--- src/rtl/img_pkg.sv ---
// Shared image-pipeline constants, legal window configurations and width helpers.
package img_pkg;

  localparam int unsigned DEF_WIDTH = 8;
  localparam int unsigned DEF_ROW   = 480;
  localparam int unsigned DEF_COL   = 752;

  localparam int unsigned KSIZE_SMALL = 2;
  localparam int unsigned KSIZE_LARGE = 4;

  // Ceiling log2; returns 0 for v <= 1.
  function automatic int unsigned clog2(input int unsigned v);
    int unsigned r;
    r = 0;
    while ((32'd1 << r) < v) r++;
    return r;
  endfunction

  function automatic bit legal_ksize(input int unsigned k);
    return (k == KSIZE_SMALL) || (k == KSIZE_LARGE);
  endfunction

  function automatic bit legal_decim(input int unsigned d, input int unsigned k);
    return (d == 1) || (d == k);
  endfunction

endpackage

--- src/rtl/box_sum_tree.sv ---
// Combinational unsigned sum of NPIX packed pixels into a no-overflow accumulator.
module box_sum_tree #(
  parameter int unsigned WIDTH = 8,
  parameter int unsigned NPIX  = 4,
  parameter int unsigned SW    = 10
) (
  input  logic [NPIX*WIDTH-1:0] pix,
  output logic [SW-1:0]         sum_c
);

  always_comb begin
    sum_c = '0;
    for (int i = 0; i < int'(NPIX); i++) begin
      sum_c = sum_c + SW'(pix[i*WIDTH +: WIDTH]);
    end
  end

endmodule

--- src/rtl/box_avg_kernel.sv ---
// KSIZE x KSIZE box filter: position tracking, column-shift window, registered sum and mean.
// Define BOX_AVG_ROUND_EN for round-half-up on dout; otherwise dout truncates.
module box_avg_kernel
  import img_pkg::*;
#(
  parameter int unsigned WIDTH = DEF_WIDTH,
  parameter int unsigned KSIZE = 2,
  parameter int unsigned DECIM = 1,
  parameter int unsigned ROW   = DEF_ROW,
  parameter int unsigned COL   = DEF_COL
) (
  input  logic                             clk,
  input  logic                             en,
  input  logic                             in_valid,
  input  logic                             in_sof,
  input  logic [KSIZE*WIDTH-1:0]           din,
  output logic [WIDTH-1:0]                 dout,
  output logic [WIDTH+2*clog2(KSIZE)-1:0]  dout_sum,
  output logic                             out_valid,
  output logic                             out_sof,
  output logic                             out_eol
);

  localparam int unsigned LOGK = clog2(KSIZE);
  localparam int unsigned SH   = 2 * LOGK;
  localparam int unsigned SW   = WIDTH + SH;
  localparam int unsigned NPIX = KSIZE * KSIZE;
  localparam int unsigned CW   = (clog2(COL) > 0) ? clog2(COL) : 1;
  localparam int unsigned RW   = (clog2(ROW) > 0) ? clog2(ROW) : 1;
  localparam bit          TILE = (DECIM == KSIZE);

  if (!legal_ksize(KSIZE)) begin : g_bad_ksize
    $error("box_avg_kernel: KSIZE must be 2 or 4");
  end
  if (!legal_decim(DECIM, KSIZE)) begin : g_bad_decim
    $error("box_avg_kernel: DECIM must be 1 or KSIZE");
  end

  logic [CW-1:0] col_cnt, cur_col_c, nxt_col_c;
  logic [RW-1:0] row_cnt, cur_row_c, nxt_row_c;
  logic          elig_c, first_c, last_c;

  logic                   s0_valid, s0_elig, s0_sof, s0_eol;
  logic [KSIZE*WIDTH-1:0] s0_din;
  logic [WIDTH-1:0]       win [KSIZE][KSIZE];
  logic                   s1_elig, s1_sof, s1_eol;
  logic [NPIX*WIDTH-1:0]  win_flat_c;
  logic [SW-1:0]          sum_c;
  logic [WIDTH-1:0]       mean_c;

  // Position of the pixel on the bus; in_sof forces (0,0) at any point in the frame.
  always_comb begin
    cur_col_c = in_sof ? '0 : col_cnt;
    cur_row_c = in_sof ? '0 : row_cnt;
    nxt_col_c = cur_col_c + CW'(1);
    nxt_row_c = cur_row_c;
    if (cur_col_c == CW'(COL - 1)) begin
      nxt_col_c = '0;
      nxt_row_c = (cur_row_c == RW'(ROW - 1)) ? '0 : cur_row_c + RW'(1);
    end
    elig_c = (cur_col_c >= CW'(KSIZE - 1)) && (cur_row_c >= RW'(KSIZE - 1));
    if (TILE) begin
      elig_c = elig_c && ((cur_col_c & CW'(KSIZE - 1)) == CW'(KSIZE - 1))
                      && ((cur_row_c & RW'(KSIZE - 1)) == RW'(KSIZE - 1));
    end
    first_c = (cur_col_c == CW'(KSIZE - 1)) && (cur_row_c == RW'(KSIZE - 1));
    last_c  = (cur_col_c == CW'(COL - 1));
  end

  always_ff @(posedge clk or negedge en) begin
    if (!en) begin
      col_cnt  <= '0;
      row_cnt  <= '0;
      s0_valid <= 1'b0;
      s0_elig  <= 1'b0;
      s0_sof   <= 1'b0;
      s0_eol   <= 1'b0;
      s0_din   <= '0;
    end else begin
      s0_valid <= in_valid;
      s0_elig  <= in_valid && elig_c;
      s0_sof   <= in_valid && elig_c && first_c;
      s0_eol   <= in_valid && elig_c && last_c;
      if (in_valid) begin
        col_cnt <= nxt_col_c;
        row_cnt <= nxt_row_c;
        s0_din  <= din;
      end
    end
  end

  // Window: column KSIZE-1 is the newest, shifts only on accepted pixels.
  always_ff @(posedge clk or negedge en) begin
    if (!en) begin
      for (int k = 0; k < int'(KSIZE); k++) begin
        for (int j = 0; j < int'(KSIZE); j++) begin
          win[k][j] <= '0;
        end
      end
      s1_elig <= 1'b0;
      s1_sof  <= 1'b0;
      s1_eol  <= 1'b0;
    end else begin
      if (s0_valid) begin
        for (int k = 0; k < int'(KSIZE); k++) begin
          for (int j = 0; j < int'(KSIZE) - 1; j++) begin
            win[k][j] <= win[k][j+1];
          end
          win[k][KSIZE-1] <= s0_din[k*WIDTH +: WIDTH];
        end
      end
      s1_elig <= s0_elig;
      s1_sof  <= s0_sof;
      s1_eol  <= s0_eol;
    end
  end

  always_comb begin
    win_flat_c = '0;
    for (int k = 0; k < int'(KSIZE); k++) begin
      for (int j = 0; j < int'(KSIZE); j++) begin
        win_flat_c[(k*KSIZE + j)*WIDTH +: WIDTH] = win[k][j];
      end
    end
  end

  box_sum_tree #(
    .WIDTH (WIDTH),
    .NPIX  (NPIX),
    .SW    (SW)
  ) u_sum_tree (
    .pix   (win_flat_c),
    .sum_c (sum_c)
  );

`ifdef BOX_AVG_ROUND_EN
  localparam int unsigned HALF = 2 ** (SH - 1);
  logic [SW:0] rnd_c;
  assign rnd_c  = {1'b0, sum_c} + (SW+1)'(HALF);
  assign mean_c = WIDTH'(rnd_c >> SH);
`else
  assign mean_c = WIDTH'(sum_c >> SH);
`endif

  // Result registers hold their value across bubbles and ineligible windows.
  always_ff @(posedge clk or negedge en) begin
    if (!en) begin
      dout      <= '0;
      dout_sum  <= '0;
      out_valid <= 1'b0;
      out_sof   <= 1'b0;
      out_eol   <= 1'b0;
    end else begin
      out_valid <= s1_elig;
      out_sof   <= s1_sof;
      out_eol   <= s1_eol;
      if (s1_elig) begin
        dout_sum <= sum_c;
        dout     <= mean_c;
      end
    end
  end

endmodule

--- config.mk ---
export PLATFORM = sky130hd
export DESIGN_NAME = box_avg_kernel
export DESIGN_NICKNAME = d
export VERILOG_FILES = /design/src/rtl/img_pkg.sv /design/src/rtl/box_sum_tree.sv /design/src/rtl/box_avg_kernel.sv
export SDC_FILE = /design/constraint.sdc
export NUM_CORES = 1
export LEC_CHECK = 0
export BUFFER_PORTS_ARGS = -buffer_cell sky130_fd_sc_hd__clkbuf_2
export CORE_MARGIN = 4
export CORE_UTILIZATION = 55
export CTS_BUF_LIST = sky130_fd_sc_hd__clkbuf_8
export DETAILED_ROUTE_END_ITERATION = 12
export PLACE_DENSITY = 0.75
export SETUP_SLACK_MARGIN = 0.2
export SYNTH_ARGS = -nofsm -noshare
export SYNTH_HDL_FRONTEND = slang
export SYNTH_SLANG_ARGS = --single-unit
--- constraint.sdc ---
create_clock -name clk -period 3.65 [get_ports clk]
set_input_delay 0.73 -clock clk [delete_from_list [all_inputs] [get_ports clk]]
set_output_delay 0.73 -clock clk [all_outputs]
set_load 0.02 [all_outputs]
==> impl_metrics.yaml <==
route:
  routedWlPerCell_microns: 15.64
  avgViaCountPerCell: 5.614
  route.detailed.drc: 0
  wl_microns: 8947
  firstDrtPassIters: 5
  drt_iter0_markers: 125
  final_antenna_net_count: 0
  vias: 3211
pwr:
  p_switching_mw: 1.067
  clkPwrFrac_pct: 21.4
  ir_drop_mv: 0.2500
  p_comb_share_pct: 40.7
  seq_power_share_pct: 37.9
  switching_share_pct: 36.79
  internal_power_mw: 1.833
  p_per_area_mw_per_mm2: 571.8
  p_leak_nw: 2.479
  totalPowerFinal_mw: 2.900
yosys:
  yosysTopAreaCell: "dfrtp_1"
  ys.flop_type: "dfrtp_1"
  syn-cell-area_sq_mm: 0.004611
  syn_inst: 427
  synth_most_common_cell: "dfrtp_1"
  synth_top_area_share_pct: 47.22
  ys_ff_latch: 87
  synth.distinct_cells: 54
  async_flop_share_pct: 100.0
  synth_seq_area_share_pct: 47.22
  synth.area.top_cells: "dfrtp_1 47%, mux2_2 9.0%, ha_1 5.7%"
  postSynthAreaPerCell_sq_um: 10.80
  synth_edf_count: 0
  syn-num-nets: 478
  ys_warn_count: 0
  ys_top_cells_by_count: "87 x dfrtp_1, 41 x inv_1, 37 x mux2_2"
placed_design:
  io_buffers: 40
  place_hpwl_microns: 6299
  gp_congestion: 0.8386
  dpl_cell_area_sq_mm: 0.004840
setup_path:
  end_kind: "flop"
  path_class: "flop to flop"
  crit_path_max_fanout: 4
  critPathLaunchType: "flop"
  cp_data_required_time_ns: 3.91
  crit_arrival_ns: 3.63
global_routing:
  antenna_found_initial: 0
  grt_max_degree: 40
  grt_pass1_wl_microns: 14910
  grt_pass1_vias: 3210
  grt_usage_pct: 18.95
  grt-ovfl-total: 0
floorplanning:
  placementRows: 33
  die_height_microns: 99.56
  fp.coreArea_sq_mm: 0.008175
  fp.dieW_microns: 99.56
  fp.dieArea_sq_mm: 0.009912
  io_pins: 41
  start_util_pct: 56.40
sta:
  period_minus_slack_ns: 3.365
  slew_headroom_pct: 24.09
  finalMaxSlewViolations: 0
  tightest_slew_ns: 1.139
  final-setup-viol-count: 0
  hold_viol: 0
  holdWs_ns: 0.3341
  tns_ns: 0
  fin_skew_ns: 0.01455
  rsz0062_at_grt: "false"
  min_period_over_period_pct: 92.19
  max_freq_mhz: 297.2
clock_network:
  root_buffer: "clkbuf_8"
  cts_num_sinks: 87
  cts_made_buffers: 9
  htree_num_levels: 3
  clk_path_buf_depth: 2
  insertion_delay_ns: 0.37
  cts_tree: "built"
  cts.reportedPaths.clkPinSlew_ns: 0.09
  holdBufCountCts: 0
hold_path:
  hold_path_class: "primary input to async pin"
final_layout:
  syn_to_final_growth_pct: 9.986
  drive_gt1_share_pct: 24.20
  nNetsFinal: 513
  num_antenna_cells: 0
  final_cell_area_sq_mm: 0.005071
  final_util_pct: 62.03
run_status:
  status: "completed"
flow_run:
  maxCapViolations: 0
==> routing by layer <==
layer / up-vias / global-route usage (%) / routed length, microns
li1: 1533 / - / -
met1: 1588 / 25.69 / 4113
met2: 74 / 29.75 / 4236
met3: 16 / 4.628 / 413
met4: 0 / 6.933 / 184
met5: - / 0 / 0
==> cells by family (layout without fill, tap and decap cells) <==
family / Yosys count / count (layout) / share of synthesized area, %
buffers and inverters: 64 / 104 / 6.594
xor gates and xnor gates: 9 / 9 / 1.710
muxes: 40 / 40 / 9.688
DFF: 87 / 87 / 47.22
and+or+nand+nor: 106 / 106 / 12.08
AOI/OAI and AO/OA: 90 / 90 / 12.67
adders and majority gates: 31 / 31 / 10.04
==> cells in the final DEF (no fill, tap or decap), types with 11 or more instances in the layout <==
master / n
inv_1: 43
ha_1: 20
a21oi_1: 20
mux2_2: 37
dfrtp_1: 87
nand2_1: 36
o21ai_0: 23
clkbuf_2: 39
clkbuf_8: 11
nor2_1: 16
==> final timing paths <==
check / slack (ns) / cells after the start / startpoint / end
setup / recovery: 0.29 / 12 / win[24] / dout[5]
hold / removal: 0.33 / 1 / en / win[4]
setup reg to reg: 0.29 / 12 / win[24] / dout[5]
hold reg to reg: 0.35 / 0 / s1_eol / out_eol
max in group asynchronous: 2.54 / 2 / en / win[25]
min in group clk: 0.35 / 0 / s1_eol / out_eol
==> registers in the layout, indices dropped and copies added (netlist names), 2 cells and up <==
register  cells
dout          8
s0_din       16
row_cnt       9
win          32
col_cnt      10
dout_sum      2
==> critical path, cell delays in order, from the launching register on <==
cell      delay [ns]
dfrtp_1         0.40
ha_1            0.23
inv_1           0.08
fa_1            0.42
fa_1            0.50
inv_1           0.05
ha_1            0.25
fa_1            0.43
a21oi_2         0.23
o211ai_1        0.14
a211oi_1        0.30
nor3_1          0.09
a21o_1          0.16
==> through the flow <==
stage | setup WS (ns) | instances
CTS | 0.2487 | 571
floorplan | 0.5182 | 427
global placement | 0.3520 | 555
detailed placement | 0.1806 | 555
finish | 0.2852 | 572
global route | 0.1748 | 572
==> power by group through the flow <==
stage	Sequential [mW]	Combinational, mW	Clock, mW
after floorplan	1.10	0.766	0
after global placement	1.12	0.940	0
after detailed placement	1.12	0.988	0
after CTS	1.10	1.01	0.634
after global routing	1.11	1.31	0.671
final	1.10	1.18	0.620
==> cell type report <==
| class | instances | area, sq um |
|---|---|---|
| Fill cell | 693 | 3104 |
| Multi-Input combinational cell | 276 | 2177 |
| Tap cell | 105 | 131.4 |
| Clock buffer | 11 | 151.4 |
| Timing Repair Buffer | 47 | 255.2 |
| Inverter | 41 | 153.9 |
| Sequential cell | 87 | 2177 |
| Clock inverter | 5 | 25.02 |
==> repair_timing <==
item	4_1_cts	5_1_grt
gates cloned	0	0
resized for setup	2	9
pin swaps	0	3
setup endpoints to repair	2	4
setup buffers	0	1
No activity file was read; power rests on OpenSTA's default activity.
